[src/rtl/set_scan_ctrl.sv]
// set_scan_ctrl: latches one circle-set configuration and sweeps the grid through the evaluator, counting activated positions.
module set_scan_ctrl #(
    parameter int GRID_N = 8,
    parameter int CNT_W  = 7
) (
    input  logic             clk,
    input  logic             rst_n,
    input  logic             en,
    input  logic [23:0]      central,
    input  logic [23:0]      radius_square,
    input  logic [1:0]       mode,
    output logic [23:0]      cfg_central,
    output logic [23:0]      cfg_radius_square,
    output logic [1:0]       cfg_mode,
    output logic [7:0]       position,
    input  logic             activated,
    output logic             busy,
    output logic             valid,
    output logic [CNT_W-1:0] candidate
);
    typedef enum logic [1:0] {IDLE, SCAN, DONE} state_t;
    localparam logic [3:0] N = 4'(GRID_N);
    state_t           r_state;
    logic [23:0]      r_central;
    logic [23:0]      r_radius_square;
    logic [1:0]       r_mode;
    logic [3:0]       r_x;
    logic [3:0]       r_y;
    logic [CNT_W-1:0] r_count;
    logic [CNT_W-1:0] r_candidate;
    logic             r_busy;
    logic             r_valid;
    logic             w_start;
    logic             w_last;
    logic [CNT_W-1:0] w_next_count;
    assign w_start      = en && (r_state != SCAN);
    assign w_last       = (r_x == N) && (r_y == N);
    assign w_next_count = r_count + CNT_W'(activated);
    always_ff @(posedge clk) begin
        if (!rst_n) begin
            r_state         <= IDLE;
            r_central       <= '0;
            r_radius_square <= '0;
            r_mode          <= '0;
            r_x             <= '0;
            r_y             <= '0;
            r_count         <= '0;
            r_candidate     <= '0;
            r_busy          <= 1'b0;
            r_valid         <= 1'b0;
        end else if (r_state == SCAN) begin
            // activated is only consumed here, so X outside SCAN never reaches state
            r_count <= w_next_count;
            if (w_last) begin
                r_candidate <= w_next_count;
                r_state     <= DONE;
                r_busy      <= 1'b0;
                r_valid     <= 1'b1;
            end else begin
                r_x <= (r_x == N) ? 4'd1 : r_x + 4'd1;
                r_y <= (r_x == N) ? r_y + 4'd1 : r_y;
            end
        end else begin
            r_valid <= 1'b0;
            if (w_start) begin
                r_central       <= central;
                r_radius_square <= radius_square;
                r_mode          <= mode;
                r_x             <= 4'd1;
                r_y             <= 4'd1;
                r_count         <= '0;
                r_busy          <= 1'b1;
                r_state         <= SCAN;
            end else begin
                r_state <= IDLE;
            end
        end
    end
    assign cfg_central       = r_central;
    assign cfg_radius_square = r_radius_square;
    assign cfg_mode          = r_mode;
    assign position          = {r_x, r_y};
    assign busy              = r_busy;
    assign valid             = r_valid;
    assign candidate         = r_candidate;
endmodule

[config.mk]
export PLATFORM = sky130hd
export DESIGN_NAME = set_scan_ctrl
export DESIGN_NICKNAME = d
export VERILOG_FILES = /design/src/rtl/set_scan_ctrl.sv
export SDC_FILE = /design/constraint.sdc
export NUM_CORES = 1
export LEC_CHECK = 0
export CORE_ASPECT_RATIO = 1.5
export CORE_MARGIN = 5
export CORE_UTILIZATION = 47
export DETAILED_ROUTE_END_ITERATION = 6
export PLACE_DENSITY = 0.91
export SLEW_MARGIN = 20
export SYNTH_ARGS = -nofsm -noshare
export SYNTH_HDL_FRONTEND = slang
export SYNTH_SLANG_ARGS = --single-unit
[constraint.sdc]
create_clock -name clk -period 4.86 [get_ports clk]
set_clock_uncertainty 0.2 [all_clocks]
set_input_delay 0.972 -clock clk [delete_from_list [all_inputs] [get_ports clk]]
set_output_delay 0.972 -clock clk [all_outputs]
set_load 0.01 [all_outputs]
==> results of run 1 <==
-- layer usage --
layer	GRT usage [%]	part of all wire, %	up-vias
met4	10.5	3.1	0
met3	6.07	5.4	32
met2	36.8	53	99
met1	21.0	38	1304
li1	-	-	1392
met5	0	0	-
-- power by group through the flow --
stage | logic [mW] | registers [mW] | clock network (mW)
after floorplan | 0.0671 | 0.690 | 0
after global placement | 0.184 | 0.678 | 0
after detailed placement | 0.189 | 0.680 | 0
after CTS | 0.191 | 0.665 | 0.470
after global routing | 0.205 | 0.668 | 0.493
final | 0.189 | 0.666 | 0.459
-- worst max-delay path, cell delays in order --
cell and delay, ps:
clkdlybuf4s50_1 590, and2_2 800, nand2_1 170, a21boi_0 200
-- flip-flops by register name, indices dropped and copies added (netlist names) --
register	cells
r_y	4
r_x	4
cfg_central	24
valid	1
busy	1
r_state	2
r_count	7
cfg_radius_square	24
candidate	7
cfg_mode	2
-- cells by family (layout without fill, tap and decap cells) --
family,Yosys count,after routing
simple gates,153,153
compound gates,85,85
flops,76,76
buf+inv,26,140
fa+ha+maj,6,6
xor+xnor,5,5
mux,2,2
-- how the worst max path moves through the flow --
stage / slack (ps) / cells past startpoint / endpoint
final: 2190 / 4 / cfg_central[18]
after global routing: 1990 / 4 / cfg_central[18]
after CTS: 2180 / 4 / cfg_central[18]
after detailed placement: 1810 / 4 / cfg_central[18]
after global placement: 1940 / 4 / busy
after floorplan: 2680 / 5 / r_count[4]
-- layout by cell type, fill, tap and decap left out, types with 2 or more instances in the layout --
cell type and count:
nor2_1 8, clkinv_2 3, a21boi_1 2, clkdlybuf4s50_1 119, mux2i_1 2, inv_1 4, nor2b_1 2, and2_2 2
nand3b_1 4, o211a_1 5, clkinvlp_4 3, xor2_1 2, nand3b_4 2, nand3_1 9, o21ai_0 15, nand4_1 2
nand4b_1 2, a21boi_0 55, xnor2_1 3, dfxtp_1 76, nand2_1 109, a31oi_1 2, a21oi_1 4, clkbuf_8 9
and2_1 2, or3_1 3, ha_1 6
-- cell type report --
class                           count  area, um2
Sequential cell                    76       1520
Inverter                            4       15.0
Clock inverter                      7       67.6
Fill cell                         487       1960
Multi-Input combinational cell    251       1460
Tap cell                           76       95.1
Timing Repair Buffer              120       1200
Clock buffer                        9        124
-- stage by stage --
step           utilization (%)  power [mW]
3_3_place_gp              66.5       0.863
2_1_floorplan                -       0.757
3_5_place_dp              66.5       0.869
5_1_grt                   69.5        1.37
6_report                  69.5        1.31
4_1_cts                   69.5        1.33
==> run metrics, run 1 <==
synth unique cells 35; CP Data Required Time 4930 ps; syn nets 413; number of flops mapped to enable cells by yosys 0; ANT cells 0; CTS Buffer Depth 2; Reg2Reg Depth 6; clk sinks 76; worst slew pin tran 1020 ps; P_sw 325 uW; Worst R2R End r_x[0]; FP Rows 36; P&R area growth vs syn 44.6%; post-CTS setup buffers 0; proportion of layout cells with a drive suffix above 1 5.35%; final setup fails 0; Buffers on Ports 120; setup total negative slack 0 ps; Chip Height 109 um; CTS tree yes; Routability Congestion 0.780; non-filler cells, final 543; Avg WL per Cell 15.3 um; Sequential Power Share 50.7%; Global Route Usage Sum 20.3%; RSZ-0062 raised after global routing no; Synth Warn # 0; WP data arrival 2740 ps; most common cell in the netlist nand2_1; crit-path max FO 51; first-pass GRT wire length 13600 um; largest net degree at the start of global routing 78; antenna violations before repair 0; xor and xnor area share after synthesis 1.41%; Min-Delay Path Depth 2; worst min path class flip-flop to flip-flop; mean post-synth cell area 8.78 um2; first-pass iteration count of the detailed router 4; Sw Share 24.7%; period utilization 54.8%; root buf cell clkbuf_8; PnR worst setup slack 2190 ps; Tmin final 2670 ps; Clk Latency, worst-skew pair 350 ps; vias in the first global route 2856; I/O Pins 121; Nets 522; pre-CTS WS 1810 ps; CP startpoint en; gr ovfl total 0; antenna viol nets, final 0; Post-Route WL 8330 um; Post-Place Cell Area 4290 um2; Area contributors post-synth dfxtp_1 49%, a21boi_0 13%, nand2_1 13%; CP Capture Type flip-flop; Post-Synthesis Cells 353; final hold vios 0; H-Tree Level Count 3; end of the worst hold path cfg_radius_square[0]; WS Path Type input port to flip-flop; Adder-Cell Fraction of Synth Area 2.42%; Hold Slack 265 ps; clock share of power 34.9%; Logic pwr share 14.4%; routed vias 2827; CTS Hold Buffers Added 0; Max Freq 0.375 GHz; slew margin rel. 31.7%; Die Span X 76.3 um; post-synthesis sequential area ratio 49.1%; top-area cell type share of the netlist area 49.1%; placed cells 527; Iter 0 DRT Violations 123; internal power 988 uW; Vias per Instance 5.21; most common flop cell mapped by yosys dfxtp_1; pwr dens 293 nW/um2; post-synthesis simple-gate area fraction 23.0%; largest family of logic cells by synthesized area simple AND/OR/NAND/NOR gates; Async SR Flop Fraction 0%; Synth Area in Compound Gates 19.5%; cell accounting for the most synthesized area dfxtp_1; Hold Crit Start cfg_radius_square[0]; cts bufs inserted 9; reg2reg start r_y[0]; hpwl dp 5860 um; core area 6440 um2; DIE AREA 8350 um2; synthesized area 3100 um2; MaxCap Viol Count 0; DRC Markers 0; FF-to-FF setup slack 2770 ps; status complete, no violations; Gates resized, CTS repair 0; Setup crit start kind input port; initial core utilization 48.1%; Synth Register Bits 76; final-report max-slew violation count 0; peak supply drop 0.000298 V; Reg clk slew, reported paths 80 ps; post-route design area 4480 um2; P_leak 1.68 nW; post-synthesis mux area share 0.646%; Commonest cells post-synth 110 x nand2_1, 76 x dfxtp_1, 55 x a21boi_0, 15 x o21ai_0, 14 x buf_2
Note: power is estimated with default switching activity, not from simulation.
==> run 2: changes to the inputs <==
Settings changed: CORE_UTILIZATION 47 to 39, PLACE_DENSITY 0.91 to 0.82.
Clock period 4.86 ns to 2.2 ns, I/O delays scaled along.
==> run 2 against run 1 <==
  * Clock power rose to 3.0 times the previous value
  * Global-route usage fell by 2.6 points
  * Sequential share of layout area fell by 1.9 points
  * Combinational power rose by 130%
  * Setup slack got worse by 2000 ps
  * Wire length fell by 0.50%
  * Utilization fell by 8.0 points
  * Highest routed layer unchanged
  * Via count fell by 1.2%
  * Final area rose by 5.9%
  * Largest power group unchanged
  * Worst hold slack got worse by 7.4 ps
  * Die area rose by 18%
  * Sequential power rose by 120%
==> run metrics, run 2 (synthesis results as in run 1) <==
Multi-input gate area 1460 um2 (unchanged); status complete, no violations (unchanged); Routability Congestion 0.861 (was 0.780); Avg WL per Cell 14.2 um (was 15.3 um); routed vias 2793 (was 2827); Reg2Reg Depth 7 (was 6); DIE AREA 9860 um2 (was 8350 um2); largest net degree at the start of global routing 49 (was 78); CP delay by family, top buffers and inverters (was simple AND/OR/NAND/NOR gates); MaxCap Viol Count 0 (unchanged); Hold Slack 258 ps (was 265 ps); H-Tree Level Count 3 (unchanged); period utilization 91.3%; Clk Latency, worst-skew pair 330 ps (was 350 ps); CTS tree yes (unchanged); Core Util, Final 61.5% (was 69.5%); initial core utilization 40.2% (was 48.1%); P_leak 1.81 nW (was 1.68 nW); WL met2 4510 um (was 4430 um); CTS Buffer Depth 2 (unchanged); WP data arrival 1370 ps (was 2740 ps); gr ovfl total 0 (unchanged); CTS Hold Buffers Added 0 (unchanged); core area 7710 um2 (was 6440 um2); cts bufs inserted 9 (unchanged); Critical Path Sink position[6] (was cfg_central[18]); setup total negative slack 0 ps (unchanged); crit-path max FO 7 (was 51); Min-Delay Path Depth 2 (unchanged); final hold vios 0 (unchanged); commonest non-fill, non-tap cell in the layout clkdlybuf4s50_1 (unchanged); first-pass GRT wire length 13400 um (was 13600 um); FF-to-FF setup slack 370 ps (was 2770 ps); post-CTS setup buffers 0 (unchanged); Max stage delay on crit path 590 ps (was 800 ps); Iter 0 DRT Violations 67 (was 123); proportion of layout cells with a drive suffix above 1 7.48% (was 5.35%); DR WL met3 507 um (was 453 um); met1 wire length 3150 um (was 3180 um); DRC Markers 0 (unchanged); CP startpoint r_x[2] (was en); WP buf/inv 1 (unchanged); DR top layer met4 (unchanged); antenna viol nets, final 0 (unchanged); FP Rows 39 (was 36); worst slew pin tran 537 ps (was 1020 ps); Post-Place Cell Area 4460 um2 (was 4290 um2); CP Capture Type output pin (was flip-flop); Setup crit start kind flip-flop (was input port); Global Route Usage Sum 17.7% (was 20.3%); CP Data Required Time 1560 ps (was 4930 ps); pwr dens 691 nW/um2 (was 293 nW/um2); Gates resized, CTS repair 0 (unchanged); I/O Pins 121 (unchanged); worst min path class flip-flop to flip-flop (unchanged); CP max-delay cell clkdlybuf4s50_1 (was and2_2); reg2reg start r_x[1] (was r_y[0]); Post-Route WL 8290 um (was 8330 um); Buffers on Ports 120 (unchanged); Die Span X 82.8 um (was 76.3 um); WS Path Type flip-flop to output pin (was input port to flip-flop); Reg area 1520 um2 (unchanged); RSZ-0062 raised after global routing no (unchanged); slew margin rel. 64.2% (was 31.7%); final setup fails 0 (unchanged); hpwl dp 6070 um (was 5860 um); root buf cell clkbuf_16 (was clkbuf_8); final-report max-slew violation count 0 (unchanged); crit path cell chain clkdlybuf4s50_1 (was clkdlybuf4s50_1 > and2_2 > nand2_1 > a21boi_0); ANT cells 0 (unchanged); Vias per Instance 4.79 (was 5.21); vias in the first global route 2752 (was 2856); clk sinks 76 (unchanged); Nets 536 (was 522); PnR Total Power 3.28 mW (was 1.31 mW); P&R area growth vs syn 53.1% (was 44.6%); peak supply drop 0.000618 V (was 0.000298 V); Tmin final 2010 ps; Chip Height 119 um (was 109 um); Reg clk slew, reported paths 60 ps (was 80 ps); Levels on crit path 1 (was 4); Max Freq 0.498 GHz; antenna violations before repair 0 (unchanged); fill count 667 (was 487); post-route design area 4740 um2 (was 4480 um2); first-pass iteration count of the detailed router 4 (unchanged); Worst R2R End r_x[2] (was r_x[0]); commonest non-fill, non-tap cells in the layout 119 x clkdlybuf4s50_1, 109 x nand2_1, 76 x dfxtp_1 (unchanged)
[run 2: worst min path at each step]
stage,startpoint,end
after floorplan,r_count[0],r_count[0]
after global placement,cfg_central[22],cfg_central[22]
after detailed placement,cfg_radius_square[17],cfg_radius_square[17]
after CTS,cfg_radius_square[17],cfg_radius_square[17]
after global routing,cfg_radius_square[17],cfg_radius_square[17]
final,cfg_radius_square[17],cfg_radius_square[17]
[run 2: layer usage]
| metal | track usage [%] | vias to the layer above |
|---|---|---|
| met5 | 0 | - |
| met4 | 6.65 | 0 |
| met3 | 4.46 | 10 |
| met2 | 31.2 | 81 |
| met1 | 19.8 | 1282 |
| li1 | - | 1420 |
[run 2: cell type report]
class	instances	area share, %
Clock inverter	1	0.106
Sequential cell	76	32.1
Inverter	4	0.317
Multi-Input combinational cell	251	30.7
Tap cell	102	2.69
Clock buffer	15	5.86
Timing Repair Buffer	134	28.2
[run 2: power breakdown]
group / total [mW] / leakage, nW / internal, mW / switching (mW)
Combinational: 0.442 / 1.05 / 0.254 / 0.188
Sequential: 1.47 / 0.621 / 1.44 / 0.0311
Clock: 1.37 / 0.140 / 0.855 / 0.514
Total: 3.28 / 1.81 / 2.55 / 0.733
[run 2: stage by stage]
stage / std cells / worst slack [ps]
4_1_cts: 583 / 186
5_1_grt: 583 / 118
3_3_place_gp: 567 / 45.1
6_report: 583 / 192
2_1_floorplan: 353 / 508
3_5_place_dp: 567 / -65.4
[run 2: worst register-to-register path, delay by kind of cell, from the launching register on]
kind            cells  cell delay [ps]
simple gates        3              530
flops               1              450
buf+inv             2              240
fa+ha+maj           1              220
compound gates      1              130
==> run 3: changes to the inputs <==
--- a/config.mk
+++ b/config.mk
@@ -7,2 +7,3 @@
 export LEC_CHECK = 0
+export CAP_MARGIN = 0
 export CORE_ASPECT_RATIO = 1.5
==> constraint.sdc (replaced) <==
create_clock -name clk -period 2.2 [get_ports clk]
set_clock_uncertainty 0.2 [all_clocks]
set_input_delay 0.33 -clock clk [delete_from_list [all_inputs] [get_ports clk]]
set_output_delay 0.33 -clock clk [all_outputs]
set_load 0.01 [all_outputs]
==> run 3 against run 2 <==
  * Highest routed layer unchanged
  * Count of clock-buffer cells in the layout decreased by 2
  * Clock power increased by 18%
  * Die area unchanged
  * First-iteration DRC count increased by 19%
  * Largest power group is now the clock network
  * Global-route usage decreased by 0.13 points
  * Register-to-register slack got worse by 80 ps
  * Combinational power decreased by 2%
==> run metrics, run 3 (synthesis results as in run 1) <==
CP max-delay cell clkdlybuf4s50_1 (unchanged); CP Data Required Time 1670 ps (was 1560 ps); CTS tree yes (unchanged); CTS Buffer Depth 2 (unchanged); root buf cell clkbuf_16 (unchanged); Iter 0 DRT Violations 80 (was 67); largest net degree at the start of global routing 55 (was 49); MaxCap Viol Count 0 (unchanged); Global Route Usage Sum 17.5% (was 17.7%); Gates resized, CTS repair 0 (unchanged); pwr dens 743 nW/um2 (was 691 nW/um2); first-pass GRT wire length 13400 um (about the same); Setup crit start kind flip-flop (unchanged); final hold vios 0 (unchanged); Max stage delay on crit path 600 ps (was 590 ps); commonest non-fill, non-tap cells in the layout 119 x clkdlybuf4s50_1, 109 x nand2_1, 76 x dfxtp_1 (unchanged); CP delay by family, top buffers and inverters (unchanged); CP Capture Type output pin (unchanged); Reg clk slew, reported paths 60 ps (about the same); I/O Pins 121 (unchanged); routed vias 2826 (was 2793); peak supply drop 0.000450 V (was 0.000618 V); crit path cell chain clkdlybuf4s50_1 (unchanged); antenna viol nets, final 0 (unchanged); P&R area growth vs syn 53.0% (was 53.1%); Core Util, Final 61.5% (about the same); P_leak 1.80 nW (was 1.81 nW); FP Rows 39 (unchanged); CTS Hold Buffers Added 0 (unchanged); post-route design area 4740 um2 (about the same); fill count 693 (was 667); Max Freq 0.521 GHz (was 0.498 GHz); Nets 530 (was 536); H-Tree Level Count 3 (unchanged); final setup fails 0 (unchanged); status complete, no violations (unchanged); Post-Place Cell Area 4400 um2 (was 4460 um2); cts bufs inserted 9 (unchanged); DIE AREA 9860 um2 (unchanged); Routability Congestion 0.859 (was 0.861); Tmin final 1920 ps (was 2010 ps); worst slew pin tran 464 ps (was 537 ps); proportion of layout cells with a drive suffix above 1 6.74% (was 7.48%); period utilization 87.2% (was 91.3%); final-report max-slew violation count 0 (unchanged); slew margin rel. 69.1% (was 64.2%); Chip Height 119 um (unchanged); crit-path max FO 7 (unchanged); ANT cells 0 (unchanged); RSZ-0062 raised after global routing no (unchanged); worst min path class input port to flip-flop (was flip-flop to flip-flop); antenna violations before repair 0 (unchanged); pre-CTS WS 68.9 ps (was -65.4 ps); post-CTS setup buffers 0 (unchanged); PnR worst setup slack 281 ps (was 192 ps); Clk Latency, worst-skew pair 320 ps (was 330 ps); WS Path Type flip-flop to output pin (unchanged); WP data arrival 1390 ps (was 1370 ps); hpwl dp 6110 um (was 6070 um); setup total negative slack 0 ps (unchanged); Vias per Instance 4.90 (was 4.79); first-pass iteration count of the detailed router 4 (unchanged); Post-Route WL 8430 um (was 8290 um); FF-to-FF setup slack 290 ps (was 370 ps); Avg WL per Cell 14.6 um (was 14.2 um); Die Span X 82.8 um (unchanged); WP buf/inv 1 (unchanged); Buffers on Ports 120 (unchanged); core area 7710 um2 (unchanged); initial core utilization 40.2% (unchanged); gr ovfl total 0 (unchanged); vias in the first global route 2850 (was 2752); DRC Markers 0 (unchanged); commonest non-fill, non-tap cell in the layout clkdlybuf4s50_1 (unchanged); clk sinks 76 (unchanged)
run 3: final cells by class:
cell class	count	area (um2)	area share, %
clock buffers	13	270	5.70
clock inverters	3	67.6	1.43
inverters	4	15.0	0.317
multi-input cells	251	1460	30.7
flip-flops and latches	76	1520	32.1
well taps	102	128	2.69
repair buffers	128	1280	27.0
run 3: metal layers:
layer  global-route usage, %  part of all wire [%]  up-vias
li1                        -                     -     1408
met4                    5.93                   1.7        0
met3                    5.29                   5.6       11
met1                    18.1                    37     1324
met2                    32.3                    55       83
met5                       0                     0        -
run 3: final timing paths:
path                         startpoint                     to  depth (start not counted)
hold / removal                    rst_n  cfg_radius_square[11]                          2
hold reg to reg   cfg_radius_square[17]  cfg_radius_square[17]                          2
setup / recovery                 r_x[0]            position[4]                          1
setup reg to reg                 r_y[0]           candidate[6]                          7
run 3: metrics by stage:
step                hold WS [ps]  power [mW]  instances
global route                 188        3.67        577
detailed placement           256        1.94        561
floorplan                    273        1.67        353
finish                       187        3.52        577
CTS                          172        3.57        577
global placement             250        1.92        561
run 3: power by group:
part | internal, mW | total (mW) | leakage (nW) | switching [mW]
registers | 1.44 | 1.47 | 0.621 | 0.0349
clock network | 1.09 | 1.62 | 0.162 | 0.532
logic | 0.245 | 0.432 | 1.02 | 0.187
total | 2.77 | 3.52 | 1.80 | 0.753
